File: config.mk
export PLATFORM = sky130hd
export DESIGN_NAME = exec_unit_hs
export DESIGN_NICKNAME = d
export VERILOG_FILES = /design/src/rtl/exec_pkg.sv /design/src/rtl/exec_unit_hs_mul_iter.sv /design/src/rtl/exec_unit_hs.sv
export SDC_FILE = /design/constraint.sdc
export NUM_CORES = 1
export LEC_CHECK = 0
export ABC_CLOCK_PERIOD_IN_PS = 12500
export BUFFER_PORTS_ARGS = -buffer_cell sky130_fd_sc_hd__buf_2
export CAP_MARGIN = 20
export CORE_AREA = 2 2 309 189
export CTS_CLUSTER_DIAMETER = 80
export DETAILED_ROUTE_END_ITERATION = 7
export DIE_AREA = 0 0 311 191
export PLACE_DENSITY = 0.59
export SLEW_MARGIN = 20
export SYNTH_ARGS = -nofsm -noshare
export SYNTH_HDL_FRONTEND = slang
export SYNTH_SLANG_ARGS = --single-unit
File: constraint.sdc
create_clock -name clk -period 12.5 [get_ports clk]
set_input_delay 1.25 -clock clk [delete_from_list [all_inputs] [get_ports clk]]
set_output_delay 1.25 -clock clk [all_outputs]
set_load 0.02 [all_outputs]
File: src/rtl/exec_pkg.sv
// ====================================================================
// exec_pkg: op codes and MUL sequencer states for exec_unit_hs  (rev 1.0)
// ====================================================================
`default_nettype none

package exec_pkg;

  localparam logic [31:0] OP_NOP  = 32'd0;
  localparam logic [31:0] OP_ADD  = 32'd1;
  localparam logic [31:0] OP_SUB  = 32'd2;
  localparam logic [31:0] OP_AND  = 32'd3;
  localparam logic [31:0] OP_OR   = 32'd4;
  localparam logic [31:0] OP_XOR  = 32'd5;
  localparam logic [31:0] OP_SLL  = 32'd6;
  localparam logic [31:0] OP_SRL  = 32'd7;
  localparam logic [31:0] OP_SRA  = 32'd8;
  localparam logic [31:0] OP_ADDI = 32'd9;
  localparam logic [31:0] OP_ANDI = 32'd10;
  localparam logic [31:0] OP_ORI  = 32'd11;
  localparam logic [31:0] OP_XORI = 32'd12;
  localparam logic [31:0] OP_LW   = 32'd13;
  localparam logic [31:0] OP_SW   = 32'd14;
  localparam logic [31:0] OP_MUL  = 32'd15;
  localparam logic [31:0] OP_SLT  = 32'd16;
  localparam logic [31:0] OP_SLTU = 32'd17;

  typedef enum logic [1:0] {
    ST_IDLE = 2'd0,
    ST_MUL  = 2'd1,
    ST_HOLD = 2'd2
  } mul_state_e;

endpackage

`default_nettype wire

File: src/rtl/exec_unit_hs_mul_iter.sv
// ====================================================================
// mul_iter: radix-2 shift-add multiplier, low XLEN bits, one step/clk (rev 1.0)
// ====================================================================
`default_nettype none

module mul_iter #(
  parameter int XLEN = 32
) (
  input  logic            clk,
  input  logic            reset,
  input  logic            start,
  input  logic            step,
  input  logic [XLEN-1:0] a,
  input  logic [XLEN-1:0] b,
  output logic            last,
  output logic [XLEN-1:0] product,
  output logic [XLEN-1:0] product_next
);

  localparam int CNT_W = $clog2(XLEN);

  logic [XLEN-1:0]  mcand;
  logic [XLEN-1:0]  mplier;
  logic [XLEN-1:0]  acc;
  logic [CNT_W-1:0] cnt;

  // product_next is the accumulator after the step taken this cycle, so the
  // parent can forward the final value without an extra cycle.
  assign product_next = acc + (mplier[0] ? mcand : '0);
  assign product      = acc;
  assign last         = (cnt == CNT_W'(XLEN - 1));

  always_ff @(posedge clk) begin
    if (reset) begin
      mcand  <= '0;
      mplier <= '0;
      acc    <= '0;
      cnt    <= '0;
    end else if (start) begin
      mcand  <= a;
      mplier <= b;
      acc    <= '0;
      cnt    <= '0;
    end else if (step) begin
      acc    <= product_next;
      mcand  <= mcand << 1;
      mplier <= mplier >> 1;
      cnt    <= cnt + 1'b1;
    end
  end

endmodule

`default_nettype wire

File: src/rtl/exec_unit_hs.sv
// ====================================================================
// exec_unit_hs: valid/ready execute stage with iterative MUL and flush (rev 1.0)
// ====================================================================
`default_nettype none

module exec_unit_hs
  import exec_pkg::*;
#(
  parameter int XLEN   = 32,
  parameter int ADDR_W = 16,
  parameter int OP_W   = 5
) (
  input  logic              clk,
  input  logic              reset,
  input  logic              flush,
  input  logic              in_valid,
  output logic              in_ready,
  input  logic [OP_W-1:0]   in_op,
  input  logic [4:0]        in_wb_tgt,
  input  logic [XLEN-1:0]   in_a,
  input  logic [XLEN-1:0]   in_b,
  input  logic [15:0]       in_offset,
  input  logic              in_done,
  output logic              out_valid,
  input  logic              out_ready,
  output logic [OP_W-1:0]   out_op,
  output logic [4:0]        out_wb_tgt,
  output logic [XLEN-1:0]   out_result,
  output logic [ADDR_W-1:0] out_sw_addr,
  output logic              out_ovf,
  output logic              out_zero,
  output logic              out_done,
  output logic              busy
);

  localparam int SH_W = $clog2(XLEN);

  typedef struct packed {
    logic [OP_W-1:0]   op;
    logic [4:0]        tgt;
    logic [XLEN-1:0]   result;
    logic [ADDR_W-1:0] sw_addr;
    logic              ovf;
    logic              zero;
    logic              done;
  } payload_t;

  mul_state_e state, state_next;
  payload_t   slot, alu_pl, mul_pl;

  logic              slot_free, accept, is_mul, mul_wr;
  logic [OP_W-1:0]   mul_op;
  logic [4:0]        mul_tgt;
  logic              mul_done;
  logic              mul_last;
  logic [XLEN-1:0]   mul_prod, mul_prod_next, mul_res;
  logic [XLEN-1:0]   sum, diff, res;
  logic [ADDR_W-1:0] sw_addr;
  logic [SH_W-1:0]   shamt;
  logic              ovf, known;

  assign busy      = (state != ST_IDLE);
  assign slot_free = !out_valid || out_ready;
  assign in_ready  = !busy && !flush && slot_free;
  assign accept    = in_valid && in_ready;
  assign is_mul    = (32'(in_op) == OP_MUL);

  assign sum   = in_a + in_b;
  assign diff  = in_a - in_b;
  assign shamt = in_b[SH_W-1:0];

  always_comb begin
    res     = '0;
    ovf     = 1'b0;
    known   = 1'b1;
    sw_addr = '0;
    case (32'(in_op))
      OP_ADD, OP_ADDI: begin
        res = sum;
        ovf = (in_a[XLEN-1] == in_b[XLEN-1]) && (sum[XLEN-1] != in_a[XLEN-1]);
      end
      OP_SUB: begin
        res = diff;
        ovf = (in_a[XLEN-1] != in_b[XLEN-1]) && (diff[XLEN-1] != in_a[XLEN-1]);
      end
      OP_AND, OP_ANDI: res = in_a & in_b;
      OP_OR,  OP_ORI:  res = in_a | in_b;
      OP_XOR, OP_XORI: res = in_a ^ in_b;
      OP_SLL:  res = in_a << shamt;
      OP_SRL:  res = in_a >> shamt;
      OP_SRA:  res = $unsigned($signed(in_a) >>> shamt);
      OP_LW:   res = sum;
      OP_SW: begin
        res     = in_a;
        sw_addr = ADDR_W'(in_b + XLEN'($signed(in_offset)));
      end
      OP_MUL:  res = '0;
      OP_SLT:  res = {{(XLEN-1){1'b0}}, ($signed(in_a) < $signed(in_b))};
      OP_SLTU: res = {{(XLEN-1){1'b0}}, (in_a < in_b)};
      default: known = 1'b0;
    endcase
  end

  // Bubbles (NOP/unknown) report result 0 but keep zero low like every other flag.
  assign alu_pl = '{op: in_op, tgt: in_wb_tgt, result: res, sw_addr: sw_addr,
                    ovf: ovf, zero: known && (res == '0), done: in_done};

  mul_iter #(.XLEN(XLEN)) u_mul (
    .clk          (clk),
    .reset        (reset),
    .start        (accept && is_mul),
    .step         (state == ST_MUL),
    .a            (in_a),
    .b            (in_b),
    .last         (mul_last),
    .product      (mul_prod),
    .product_next (mul_prod_next)
  );

  assign mul_res = (state == ST_HOLD) ? mul_prod : mul_prod_next;
  assign mul_pl  = '{op: mul_op, tgt: mul_tgt, result: mul_res, sw_addr: '0,
                     ovf: 1'b0, zero: (mul_res == '0), done: mul_done};

  always_comb begin
    state_next = state;
    mul_wr     = 1'b0;
    if (flush) begin
      state_next = ST_IDLE;
    end else begin
      case (state)
        ST_IDLE: if (accept && is_mul) state_next = ST_MUL;
        ST_MUL: begin
          if (mul_last) begin
            if (slot_free) begin
              mul_wr     = 1'b1;
              state_next = ST_IDLE;
            end else begin
              state_next = ST_HOLD;
            end
          end
        end
        ST_HOLD: begin
          if (slot_free) begin
            mul_wr     = 1'b1;
            state_next = ST_IDLE;
          end
        end
        default: state_next = ST_IDLE;
      endcase
    end
  end

  always_ff @(posedge clk) begin
    if (reset) state <= ST_IDLE;
    else       state <= state_next;
  end

  always_ff @(posedge clk) begin
    if (reset) begin
      out_valid <= 1'b0;
      slot      <= '0;
      mul_op    <= '0;
      mul_tgt   <= '0;
      mul_done  <= 1'b0;
    end else begin
      if (accept && is_mul) begin
        mul_op   <= in_op;
        mul_tgt  <= in_wb_tgt;
        mul_done <= in_done;
      end
      if (flush) begin
        out_valid <= 1'b0;
      end else if (mul_wr) begin
        slot      <= mul_pl;
        out_valid <= 1'b1;
      end else if (accept && !is_mul) begin
        slot      <= alu_pl;
        out_valid <= 1'b1;
      end else if (out_valid && out_ready) begin
        out_valid <= 1'b0;
      end
    end
  end

  assign out_op      = slot.op;
  assign out_wb_tgt  = slot.tgt;
  assign out_result  = slot.result;
  assign out_sw_addr = slot.sw_addr;
  assign out_ovf     = slot.ovf;
  assign out_zero    = slot.zero;
  assign out_done    = slot.done;

endmodule

`default_nettype wire

==> flow_summary.json, run 1 <==
{
  "final-setup-viol-count": 0,
  "path_max_fanout": 53,
  "syn_area_um2": 19600,
  "synth_compound_area_frac": 0.277,
  "synth-adder-area-share": 0.0985,
  "cts_tree": "yes",
  "final_max_slew_viol_count": 0,
  "r2r_slack_ps": 6990,
  "path_buf_inv": 4,
  "pwr_density_cell_nw_per_um2": 83.1,
  "synth-simple-area-share": 0.207,
  "min_path_cells": 2,
  "finalSetupTns_ps": 0,
  "tightest_slew_ps": 1020,
  "routed_via_density": 6.42,
  "fillers": 6070,
  "finalHoldViolations": 0,
  "power.total_uw": 1790,
  "slowest_stage": "a211oi_1",
  "rr_endpoint": "out_zero",
  "cts_resized": 0,
  "synth_largest_area_cell": "dfxtp_1",
  "fp.dieW_um": 311,
  "die_h_um": 191,
  "timing.rr.start": "state[0]",
  "ant_nets": 0,
  "num_rows": 68,
  "grt_pass1_vias": 19400,
  "synth_area_leaders": "dfxtp_1 18%, ha_1 9.4%, mux2i_1 7.4%",
  "grt.total_usage": 0.299,
  "drive_above_1_share": 0.136,
  "period_needed_ps": 6300,
  "num_antenna_cells": 0,
  "hold_buffers": 0,
  "fin_crit_sh": 0.504,
  "endpoint_kind": "flop",
  "antenna_found_initial": 2,
  "clkPwrFrac": 0.329,
  "firstDrtPassIters": 6,
  "crit_required_ps": 12920,
  "async_flop_share": 0,
  "synth_cell_types": 97,
  "via_count": 21400,
  "root_buffer": "clkbuf_16",
  "power_frac_seq": 0.324,
  "slowest_delay_ps": 790,
  "numPortBuffers": 159,
  "fin_skew_ps": 26.2,
  "leakage_uw": 0.00864,
  "routedWlPerCell_um": 27.6,
  "clkTransAtPathRegs_ps": 90,
  "syn-num-nets": 2795,
  "drc": 0,
  "syn2layout_area_growth_pct": 9.71,
  "muxShareOfSynthArea": 0.147,
  "synth_edf_count": 0,
  "pre_cts_ws_ps": 6140,
  "coreArea_um2": 56700,
  "final_util": 0.380,
  "synth_top_area_share": 0.180,
  "fin_ws_ps": 6200,
  "die-area_um2": 59400,
  "finalWirelength_mm": 92.0,
  "start_util": 0.346,
  "synth_flop_cell": "dfxtp_1",
  "path_class": "input pin to flop",
  "fmax_ghz": 0.159,
  "numCtsBuffers": 17,
  "ys_warn_count": 0,
  "place.gp.congestion": 1.03,
  "clk_latency_ps": 480,
  "worstPathCellList": "buf_2 -> buf_4 -> inv_2 -> buf_4 -> ha_1 -> nor2_1 -> a211oi_1 -> o2111ai_1 -> and3_1 -> o211ai_1 -> a221oi_1 -> a211oi_1 -> nor4bb_1 -> nand4_1 -> nor2_1 -> nand2_1 -> o211ai_2",
  "postSynthAreaPerCell_um2": 7.70,
  "peakVddDrop_mv": 0.102,
  "synth_top_family_by_area": "compound AO/OA/AOI/OAI gates",
  "swShare": 0.380,
  "status": "finished clean",
  "h-tree-depth": 4,
  "slew_headroom": 0.312,
  "clock-sinks": 176,
  "rsz0062_at_grt": "false",
  "grt_pass1_wl_mm": 134,
  "fin_nets": 2796,
  "syn_inst": 2547,
  "cts_buffer_depth": 2,
  "cp-start-kind": "input pin",
  "ys_ff_latch": 176,
  "drv_cap": 0,
  "intPower_uw": 1110,
  "synth-xor-area-share": 0.0250,
  "hp-class": "flop to flop",
  "post_cts_buffers": 0,
  "hold_start": "mul_op[4]",
  "worstRegToRegCells": 14,
  "hpwl_mm": 69.7,
  "io_pins": 160,
  "crit_family": "compound AO/OA/AOI/OAI gates",
  "arrival_ps": 6710,
  "grt_max_degree": 79,
  "drt_iter0_drc": 2573,
  "ys_seq_area_frac": 0.180,
  "switchingPower_uw": 679,
  "hold_end": "mul_op[4]",
  "grt_overflow": 0,
  "power_frac_comb": 0.346
}
## layout by cell type (no fill, tap or decap), types with 20 or more instances in the layout
master	count
nor2_1	311
nand2_1	198
a21oi_1	179
dfxtp_1	176
buf_2	157
ha_1	147
mux2i_1	144
inv_1	115
a211oi_1	106
o21ai_0	99
mux4_2	58
nand3_1	47
and2_1	44
buf_4	42
nor3_1	36
xnor2_1	34
a21o_1	33
a22oi_1	30
o211ai_1	29
nand4_1	26
o21a_1	24
nor2b_1	23
and3_1	22
xor2_1	22
o221ai_1	20
## cell type report
type / count / area [µm²] / area share
Timing Repair Buffer: 200 / 1110 / 0.0517
Multi-Input combinational cell: 2034 / 14800 / 0.690
Tap cell: 770 / 963 / 0.0448
Inverter: 119 / 447 / 0.0208
Sequential cell: 176 / 3520 / 0.164
Clock inverter: 11 / 154 / 0.00715
Clock buffer: 21 / 470 / 0.0219
## metrics by stage
stage | cell area [µm²] | hold WS, ps | std cells
2_1_floorplan | 19600 | 409 | 2547
3_3_place_gp | 20900 | 423 | 3298
3_5_place_dp | 20900 | 425 | 3298
4_1_cts | 21500 | 437 | 3330
5_1_grt | 21500 | 461 | 3331
6_report | 21500 | 435 | 3331
## layer usage
layer	global-route usage	up-vias	share of wire
li1	-	9501	-
met1	0.451	10500	0.48
met4	0.0758	0	0.023
met3	0.0908	117	0.12
met2	0.404	1272	0.38
met5	0	-	0
## flip-flops by register name, indices dropped and copies added, names as in the netlist
| signal | flops |
|---|---|
| out_result | 32 |
| u_mul.mplier | 32 |
| state | 2 |
| u_mul.mcand | 32 |
| out_done | 1 |
| out_ovf | 1 |
| u_mul.product | 32 |
| out_wb_tgt | 5 |
| u_mul.cnt | 5 |
| out_sw_addr | 16 |
| out_zero | 1 |
| mul_op | 5 |
| mul_tgt | 5 |
| out_op | 5 |
| out_valid | 1 |
| mul_done | 1 |
## worst reg2reg max path: stages, from the launching register on
cell,delay (ps)
dfxtp_1,350
inv_1,100
ha_1,150
buf_4,490
clkinv_1,820
mux2_2,440
nand2_1,110
or4_1,550
or3_1,370
nor4_1,400
nand4b_1,250
nor4_1,270
or3b_1,410
or4_1,560
o211ai_2,170
## how the worst max path moves through the flow
stage,to,depth (start not counted),from,slack [ps]
after detailed placement,out_zero,15,in_a[15],6140
after global routing,out_zero,15,in_a[15],6290
after global placement,out_zero,17,in_b[3],6200
final,out_zero,17,in_b[3],6200
after floorplan,out_zero,17,in_b[2],7170
after CTS,out_zero,15,in_a[14],6620
## Yosys cell counts, types with 26 or more instances
library cell  number
a211oi_1         106
a21o_1            33
a21oi_1          179
a22oi_1           30
and2_1            46
buf_1             26
clkbuf_1         181
dfxtp_1          176
ha_1             148
inv_1            115
mux2i_1          144
mux4_2            58
nand2_1          198
nand3_1           48
nand4_1           26
nor2_1           312
nor3_1            36
o211ai_1          29
o21ai_0           99
xnor2_1           34
## power by group through the flow
| stage | clock (µW) | sequential (µW) | combinational, µW |
|---|---|---|---|
| after floorplan | 0 | 601 | 368 |
| after global placement | 0 | 593 | 594 |
| after detailed placement | 0 | 593 | 592 |
| after CTS | 603 | 580 | 596 |
| after global routing | 624 | 581 | 650 |
| final | 589 | 580 | 619 |
## cell families after synthesis
group                    count (synthesis)
multiplexers                           214
flip-flops                             176
buffers and inverters                  337
XOR/XNOR                                56
adder cells (fa/ha/maj)                152
AND/OR/NAND/NOR                        840
AO/OA/AOI/OAI                          772
Power figures use the tool's default switching activity.
==> run 2, diff against run 1 <==
- ABC_CLOCK_PERIOD_IN_PS: 12500 -> 6100
- clock period: 12.5 -> 6.1 ns (I/O delays scaled with it)
==> flow_summary.json, run 2 (synthesis results as in run 1) <==
{
  "status": "finished clean",
  "drt_iter0_drc": 2985,
  "post_cts_buffers": 0,
  "finalHoldViolations": 0,
  "rsz0062_at_grt": "false",
  "numCtsBuffers": 17,
  "crit_top_cell": "nor4_1",
  "crit_family": "simple AND/OR/NAND/NOR gates",
  "fin_crit_sh": 0.887,
  "antenna_found_initial": 4,
  "num_rows": 68,
  "final_cell_mix": "311 x nor2_1, 196 x nand2_1, 179 x a21oi_1",
  "finalSetupTns_ps": 0,
  "fmax_ghz": 0.185,
  "arrival_ps": 5820,
  "swShare": 0.376,
  "peakVddDrop_mv": 0.205,
  "path_max_fanout": 16,
  "drv_cap": 0,
  "clk_latency_ps": 480,
  "fin_nets": 2819,
  "place.gp.congestion": 1.05,
  "crit_end": "out_zero",
  "die-area_um2": 59400,
  "grt.total_usage": 0.304,
  "met1_usage": 0.450,
  "leakage_uw": 0.00878,
  "routedWlPerCell_um": 27.6,
  "via_count": 21400,
  "layout_commonest_cell": "nor2_1",
  "grt_max_degree": 82,
  "grt_pass1_wl_mm": 135,
  "finalNonFillerCells": 3356,
  "cts_buffer_depth": 2,
  "start_util": 0.346,
  "slew_headroom": 0.256,
  "cts_tree": "yes",
  "period_needed_ps": 5410,
  "final_max_slew_viol_count": 0,
  "grt_pass1_vias": 19800,
  "pwr_density_cell_nw_per_um2": 173,
  "placed_area_um2": 21100,
  "path_class": "input pin to flop",
  "ant_nets": 0,
  "cp-start-kind": "input pin",
  "cts_resized": 0,
  "die_h_um": 191,
  "placed_cells": 3322,
  "worstPathCellList": "buf_2 -> inv_1 -> ha_1 -> or4_1 -> nor4_1 -> o2111ai_1 -> a31oi_1 -> nor3b_1 -> a2111oi_0 -> o22ai_1 -> nor4_1 -> nand4b_1 -> nor2_1 -> nand2_1 -> o211ai_2",
  "root_buffer": "clkbuf_16",
  "hpwl_mm": 71.4,
  "path_buf_inv": 2,
  "worstRegToRegCells": 16,
  "design_area_um2": 21800,
  "intPower_uw": 2350,
  "timing.rr.start": "u_mul.mplier[0]",
  "final-setup-viol-count": 0,
  "power_frac_comb": 0.342,
  "crit_cells": 15,
  "clkPwrFrac": 0.343,
  "crit_required_ps": 6500,
  "grt_overflow": 0,
  "drc": 0,
  "switchingPower_uw": 1420,
  "syn2layout_area_growth_pct": 10.9,
  "hp-class": "input pin to flop",
  "final_util": 0.384,
  "routed_via_density": 6.38,
  "slowest_stage": "nor4_1",
  "busiest_layer": "met1",
  "use_met2": 0.403,
  "h-tree-depth": 4,
  "endpoint_kind": "flop",
  "hold_buffers": 0,
  "fin_skew_ps": 15.9,
  "clock-sinks": 176,
  "fp.dieW_um": 311,
  "power_frac_seq": 0.315,
  "clkTransAtPathRegs_ps": 80,
  "numPortBuffers": 159,
  "finalWirelength_mm": 92.8,
  "io_pins": 160,
  "tightest_slew_ps": 1110,
  "firstDrtPassIters": 8,
  "drive_above_1_share": 0.145,
  "coreArea_um2": 56700,
  "use_met3": 0.114,
  "r2r_slack_ps": 770,
  "slowest_delay_ps": 800,
  "critical_path.startpoint": "in_a[14]",
  "rr_endpoint": "out_zero"
}
run 2: routing by layer:
layer  vias up  routed length (µm)
met5         -                  13
met4         2                2240
met3       148               12500
met2      1330               34900
met1     10400               43100
li1       9539                   -
run 2: cell type report:
cell class / count / area (µm²)
fill: 5965 / 34900
multi-input combinational: 2034 / 14900
sequential: 176 / 3520
timing repair buffer: 223 / 1290
tap: 770 / 963
inverter: 119 / 447
clock buffer: 18 / 439
clock inverter: 14 / 228
antenna: 2 / 5.00
run 2: tightest hold or removal path: stages:
cell and delay, ps:
buf_2 100, nand2_1 50, a21oi_1 50
run 2: per-stage QoR:
stage	setup WS (ps)	total power, µW	hold WS [ps]
after floorplan	1410	1980	409
final	688	3770	380
after detailed placement	600	2440	423
after CTS	827	3750	339
after global routing	374	3900	376
after global placement	424	2440	421
run 2: how the worst min path moves through the flow:
stage / slack (ps) / endpoint / cells after the start / from
floorplan: 410 / mul_op[4] / 2 / mul_op[4]
global placement: 420 / mul_op[4] / 2 / mul_op[4]
detailed placement: 420 / mul_op[4] / 2 / mul_op[4]
CTS: 340 / mul_tgt[3] / 3 / in_wb_tgt[3]
global route: 380 / mul_tgt[3] / 3 / in_wb_tgt[3]
finish: 380 / mul_done / 3 / in_done
run 2: power groups by stage:
stage	Combinational, µW	Clock (µW)	Sequential, µW
final	1290	1290	1190
after global placement	1230	0	1210
after CTS	1240	1330	1190
after detailed placement	1230	0	1220
after floorplan	753	0	1230
after global routing	1350	1360	1190
